## src/rtl/mem_access_ctrl_pkg.sv

```systemverilog
// Shared size codes and FSM state encoding for the MEM-stage data-SRAM access controller.
package mem_access_ctrl_pkg;

    localparam logic [1:0] SZ_B = 2'b00;
    localparam logic [1:0] SZ_H = 2'b01;
    localparam logic [1:0] SZ_W = 2'b10;

    typedef enum logic [2:0] {
        ST_IDLE  = 3'd0,
        ST_REQ   = 3'd1,
        ST_WAIT  = 3'd2,
        ST_DONE  = 3'd3,
        ST_DRAIN = 3'd4
    } state_t;

endpackage

```

## src/rtl/mem_access_ctrl_align.sv

```systemverilog
// Combinational byte-lane helper: store strobes/replication, misalign detect, and
// load extraction/extension from the latched access.
module mem_access_ctrl_align
    import mem_access_ctrl_pkg::*;
(
    input  logic [1:0]  st_size,
    input  logic [1:0]  st_addr_lo,
    input  logic [31:0] st_wdata,
    input  logic [1:0]  ld_size,
    input  logic [1:0]  ld_addr_lo,
    input  logic        ld_sign,
    input  logic [31:0] rdata,
    output logic [3:0]  wstrb,
    output logic [31:0] wdata_rep,
    output logic        misaligned,
    output logic [31:0] load_data
);

    logic [31:0] shifted;

    always_comb begin
        wstrb      = 4'b1111;
        wdata_rep  = st_wdata;
        misaligned = 1'b0;
        case (st_size)
            SZ_B: begin
                wstrb     = 4'b0001 << st_addr_lo;
                wdata_rep = {4{st_wdata[7:0]}};
            end
            SZ_H: begin
                wstrb      = 4'b0011 << st_addr_lo;
                wdata_rep  = {2{st_wdata[15:0]}};
                misaligned = st_addr_lo[0];
            end
            default: begin
                misaligned = (st_addr_lo != 2'b00);
            end
        endcase
    end

    // The addressed byte/half is shifted down to bit 0 before extension.
    always_comb begin
        shifted = rdata >> {ld_addr_lo, 3'b000};
        case (ld_size)
            SZ_B:    load_data = {{24{ld_sign & shifted[7]}}, shifted[7:0]};
            SZ_H:    load_data = {{16{ld_sign & shifted[15]}}, shifted[15:0]};
            default: load_data = rdata;
        endcase
    end

endmodule

```

## src/rtl/mem_access_ctrl.sv

```systemverilog
// MEM-stage data-SRAM sequencer: one load/store per instruction over req/addr_ok/data_ok,
// stalling the pipeline until the access completes or is drained after a flush.
module mem_access_ctrl
    import mem_access_ctrl_pkg::*;
#(
    parameter int ADDR_W = 32,
    parameter int DATA_W = 32
) (
    input  logic              clk,
    input  logic              rst,
    input  logic              flush,
    input  logic              req_valid,
    input  logic              req_we,
    input  logic [1:0]        req_size,
    input  logic              req_sign,
    input  logic [ADDR_W-1:0] req_addr,
    input  logic [DATA_W-1:0] req_wdata,
    output logic              stallreq,
    output logic              load_valid,
    output logic [DATA_W-1:0] load_data,
    output logic              err_ale,
    output logic              data_sram_req,
    output logic              data_sram_wr,
    output logic [1:0]        data_sram_size,
    output logic [3:0]        data_sram_wstrb,
    output logic [ADDR_W-1:0] data_sram_addr,
    output logic [DATA_W-1:0] data_sram_wdata,
    input  logic              data_sram_addr_ok,
    input  logic              data_sram_data_ok,
    input  logic [DATA_W-1:0] data_sram_rdata,
    output logic [2:0]        dbg_state
);

    state_t            state_q, state_d;
    logic              req_q, req_d;
    logic              wr_q, wr_d;
    logic [1:0]        size_q, size_d;
    logic [3:0]        wstrb_q, wstrb_d;
    logic [ADDR_W-1:0] addr_q, addr_d;
    logic [DATA_W-1:0] wdata_q, wdata_d;
    logic              sign_q, sign_d;
    logic              load_valid_q, load_valid_d;
    logic [DATA_W-1:0] load_data_q, load_data_d;
    logic              err_ale_q, err_ale_d;

    logic              accept;
    logic [3:0]        al_wstrb;
    logic [DATA_W-1:0] al_wdata;
    logic              al_misaligned;
    logic [DATA_W-1:0] al_load;

    mem_access_ctrl_align u_align (
        .st_size    (req_size),
        .st_addr_lo (req_addr[1:0]),
        .st_wdata   (req_wdata),
        .ld_size    (size_q),
        .ld_addr_lo (addr_q[1:0]),
        .ld_sign    (sign_q),
        .rdata      (data_sram_rdata),
        .wstrb      (al_wstrb),
        .wdata_rep  (al_wdata),
        .misaligned (al_misaligned),
        .load_data  (al_load)
    );

    // Handshake: data_sram_req stays high with stable fields until the cycle addr_ok is seen;
    // exactly one data_ok follows each accepted request, even if the op was flushed.
    always_comb begin
        state_d      = state_q;
        stallreq     = 1'b0;
        accept       = 1'b0;
        err_ale_d    = 1'b0;
        load_valid_d = 1'b0;
        load_data_d  = load_data_q;
        case (state_q)
            ST_IDLE: begin
                if (req_valid && !flush) begin
                    if (al_misaligned) begin
                        err_ale_d = 1'b1;
                    end else begin
                        accept   = 1'b1;
                        stallreq = 1'b1;
                        state_d  = ST_REQ;
                    end
                end
            end
            ST_REQ: begin
                stallreq = 1'b1;
                if (data_sram_addr_ok) begin
                    if (data_sram_data_ok) state_d = flush ? ST_IDLE : ST_DONE;
                    else                   state_d = flush ? ST_DRAIN : ST_WAIT;
                end else if (flush) begin
                    state_d = ST_IDLE;
                end
            end
            ST_WAIT: begin
                stallreq = 1'b1;
                if (flush)                  state_d = data_sram_data_ok ? ST_IDLE : ST_DRAIN;
                else if (data_sram_data_ok) state_d = ST_DONE;
            end
            ST_DONE: state_d = ST_IDLE;
            ST_DRAIN: begin
                stallreq = 1'b1;
                if (data_sram_data_ok) state_d = ST_IDLE;
            end
            default: state_d = ST_IDLE;
        endcase

        if ((state_d == ST_DONE) && (state_q != ST_DONE) && !wr_q) begin
            load_valid_d = 1'b1;
            load_data_d  = al_load;
        end

        req_d   = (state_d == ST_REQ);
        wr_d    = accept ? req_we : wr_q;
        size_d  = accept ? req_size : size_q;
        sign_d  = accept ? req_sign : sign_q;
        addr_d  = accept ? req_addr : addr_q;
        wdata_d = accept ? al_wdata : wdata_q;
        wstrb_d = accept ? (req_we ? al_wstrb : 4'b0000) : wstrb_q;
    end

    always_ff @(posedge clk or negedge rst) begin
        if (!rst) begin
            state_q      <= ST_IDLE;
            req_q        <= 1'b0;
            wr_q         <= 1'b0;
            size_q       <= 2'b00;
            wstrb_q      <= 4'b0000;
            addr_q       <= '0;
            wdata_q      <= '0;
            sign_q       <= 1'b0;
            load_valid_q <= 1'b0;
            load_data_q  <= '0;
            err_ale_q    <= 1'b0;
        end else begin
            state_q      <= state_d;
            req_q        <= req_d;
            wr_q         <= wr_d;
            size_q       <= size_d;
            wstrb_q      <= wstrb_d;
            addr_q       <= addr_d;
            wdata_q      <= wdata_d;
            sign_q       <= sign_d;
            load_valid_q <= load_valid_d;
            load_data_q  <= load_data_d;
            err_ale_q    <= err_ale_d;
        end
    end

    assign load_valid      = load_valid_q;
    assign load_data       = load_data_q;
    assign err_ale         = err_ale_q;
    assign data_sram_req   = req_q;
    assign data_sram_wr    = wr_q;
    assign data_sram_size  = size_q;
    assign data_sram_wstrb = wstrb_q;
    assign data_sram_addr  = addr_q;
    assign data_sram_wdata = wdata_q;
    assign dbg_state       = state_q;

endmodule

```

## config.mk

```make
export PLATFORM = sky130hd
export DESIGN_NAME = mem_access_ctrl
export DESIGN_NICKNAME = d
export VERILOG_FILES = /design/src/rtl/mem_access_ctrl_pkg.sv /design/src/rtl/mem_access_ctrl_align.sv /design/src/rtl/mem_access_ctrl.sv
export SDC_FILE = /design/constraint.sdc
export NUM_CORES = 1
export LEC_CHECK = 0
export ABC_AREA = 1
export BUFFER_PORTS_ARGS = -buffer_cell sky130_fd_sc_hd__clkbuf_2
export CORE_MARGIN = 10
export CORE_UTILIZATION = 40
export CTS_BUF_LIST = sky130_fd_sc_hd__clkbuf_4 sky130_fd_sc_hd__clkbuf_8
export DETAILED_ROUTE_END_ITERATION = 7
export GPL_TIMING_DRIVEN = 0
export PLACE_DENSITY = 0.68
export SYNTH_ARGS = -nofsm -noshare
export SYNTH_HDL_FRONTEND = slang
export SYNTH_HIERARCHICAL = 1
export SYNTH_SLANG_ARGS = --single-unit
```

## constraint.sdc

```tcl
create_clock -name clk -period 1.9 [get_ports clk]
set_input_delay 0.19 -clock clk [delete_from_list [all_inputs] [get_ports clk]]
set_output_delay 0.19 -clock clk [all_outputs]
set_load 0.02 [all_outputs]
```

==> reports/summary.txt <==
Post-route antenna net violation count - 0
Pwr per Cell Area - 1136 nW/um2
Synth Net Count - 857
Hold_ws - 0.01634 ns
Die span in y - 138.0 um
Leak - 4.396 nW
Psw - 3.639 mW
R2R Setup Slk - 0.21 ns
Arrival time worst endpoint - 1.62 ns
Hold Path End - data_sram_addr[2]$_DFFE_PN0P_
Final Instance Area - 7405 um2
Largest net degree at the start of global routing - 111
Vias per cell - 4.754
CTS buffer count - 9
DP HPWL - 14040 um
CP Capture Type - output port
RR Startpoint - data_sram_size[1]$_DFFE_PN0P_
Final hold violation count - 0
Drt wl/cell - 15.53 um
Actual slew at the worst max-slew pin - 0.9314 ns
FF-to-FF End - load_data[24]$_DFFE_PN0P_
Clock power share - 0.163
Peak supply drop - 0.7587 mV
Finish-stage setup viols - 0
YS warnings - 6
Vias - 5681
Clock slew at reported path FFs - 0.10 ns
Max layer used - met4
Met2 WL - 8806 um
Hold Path Stages - 3
Core Region - 13770 um2
Max_slew headroom - 0.3791
HP Class - in -> reg
Gr usage total - 0.1891
Dpl cell area - 6884 um2
Clk_lat worst skew - 0.39 ns
Setup_tns - 0 ns
Via count of the first global-routing pass - 5674
Final min period - 1.813 ns
Maximum net fanout on the critical path - 16
Final wirelength - 18560 um
Fillers - 1414
Metal3 WL - 1681 um
Port Buffer Count - 215
Starting density of the core - 0.4047
Cells after Synth - 751
Clk Tree Root Cell - clkbuf_8
Cell Area, Synth - 5574 um2
Sink Count - 110
Number of synthesized register bits - 110
Post-synthesis sequential area ratio - 0.4938
Final core utilization - 0.5376
Max-slew violations - 0
Total power - 8.415 mW
Status - finished clean
Hold_sp - req_addr[2]
Sequential share of power - 0.405
Startpoint Class - flop
Pre-antenna DRT Iters - 6
Internal - 4.776 mW
GPL Wtd Cong - 0.8790
Share of layout cells above drive strength 1 - 0.2880
H-Tree Depth - 3
Total global routing overflow - 0
Antenna violations before repair - 1
Max Cap Viol - 0
Skew final - 0.009904 ns
Combinational share of power - 0.432
IO Pins - 216
Crit Path Category - reg -> out
Syn avg cell area - 7.422 um2
Clock buffer depth - 2
Fmax - 551.6 MHz
TritonCTS clock tree - yes
Drt initial violations - 500
Remaining routing DRC violations - 0
Area grow syn2layout - 32.84%
Sw Ratio - 0.4324
Routed met1 length - 7809 um
Die Width - 138.0 um
First-pass GRT wire length - 29750 um
Num rows - 43
Req. time, crit path - 1.71 ns
Reg2reg path depth - 7
Fin nets - 1115
Final Cycle Share - 0.9542
Die area - 19060 um2
Synth cell types - 24
[final cells by class]
type	count	area, um2	area share
Tap cell	180	225.2	0.03042
Timing Repair Buffer	248	1410	0.1904
Clock buffer	13	160.2	0.02163
Inverter	35	133.9	0.01808
Buffer	46	307.8	0.04157
Antenna cell	1	2.502	0.0003380
Clock inverter	3	20.02	0.002704
Multi-Input combinational cell	559	2391	0.3229
Sequential cell	110	2754	0.3719
[through the flow]
stage               cells  setup slack [ns]
floorplan             751            0.2483
global placement     1146            -1.036
detailed placement   1146           -0.4787
CTS                  1194           0.02247
global route         1195         -0.002847
finish               1195           0.08697
[cell families (layout without fill, tap and decap cells)]
| kind of cell | after synthesis | count (layout) | synth area share |
|---|---|---|---|
| DFF | 110 | 110 | 0.4938 |
| buffers and inverters | 82 | 345 | 0.07991 |
| other | 0 | 1 | 0 |
| and+or+nand+nor | 496 | 496 | 0.3641 |
| AOI/OAI and AO/OA | 63 | 63 | 0.06218 |
[critical path, stage by stage, from the launching register on]
cell,delay [ns]
dfrtp_2,0.43
nor2_2,0.15
nand2_1,0.08
inv_2,0.12
nand2_8,0.13
a21oi_2,0.17
buf_2,0.18
[per-layer routing]
layer / track usage / vias to the layer above
met5: 0 / -
met4: 0.05716 / 0
met3: 0.06541 / 21
met2: 0.3080 / 203
met1: 0.2303 / 2605
li1: - / 2852
[registers in the layout, summed over array words and instances, names as in the netlist, 2 cells and up]
signal and flops:
data_sram_addr 32, data_sram_size 2, data_sram_wdata 32, load_data 32, data_sram_wstrb 4, dbg_state 3
[worst max-delay path by stage]
stage                                start                              to  slack (ns)  cells after the start
floorplan           dbg_state[0]$_DFF_PN0_                        stallreq        0.25                      6
global placement                       rst  data_sram_addr[10]$_DFFE_PN0P_       -1.04                      1
detailed placement             req_size[1]                        stallreq       -0.48                      9
CTS                            req_size[1]                        stallreq        0.02                      8
global route                   req_size[1]                        stallreq      -0.003                      8
finish              dbg_state[0]$_DFF_PN0_                        stallreq        0.09                      6
[power by group through the flow]
stage	registers [mW]	clock network, mW	logic, mW
2_1_floorplan	4.22	0	1.45
5_1_grt	3.50	1.48	4.01
3_3_place_gp	3.44	0	3.55
6_report	3.40	1.37	3.64
4_1_cts	3.40	1.40	3.68
3_5_place_dp	3.43	0	3.61
[cell usage in the layout, fill, tap and decap left out, drive strengths merged]
master         n
nand2        403
clkbuf       235
dfrtp        110
nand3         64
o21ai         41
buf           41
inv           34
dlygate4sd3   31
nor2          29
o211ai         8
o22ai          7
a21oi          5
a31oi          2
clkinvlp       2
clkinv         2
diode          1
[synth_stat cells]
cell,n,area share
nand2_4,2,0.0040
nand2_1,399,0.27
buf_2,15,0.013
buf_6,8,0.016
inv_1,29,0.020
buf_4,15,0.020
o211ai_1,8,0.011
o22ai_1,7,0.0079
o21ai_1,2,0.0018
inv_2,4,0.0027
nand3_4,3,0.0094
nand2_2,2,0.0022
nand3_2,2,0.0036
nand3_1,59,0.053
a21oi_1,5,0.0045
dfrtp_1,110,0.49
clkbuf_1,9,0.0061
clkinv_1,1,0.00067
nor2_2,2,0.0022
nor2_4,2,0.0040
o21ai_0,39,0.035
inv_4,1,0.0011
nor2_1,25,0.017
a31oi_1,2,0.0022
[repair_timing]
action,in CTS,in global routing
resized for setup,3,2
setup endpoints to repair,1,1
setup buffers,2,0
gates cloned,0,0
endpoints found under the hold margin,140,0
hold buffers,31,0
(Power assumes the default switching activity.)
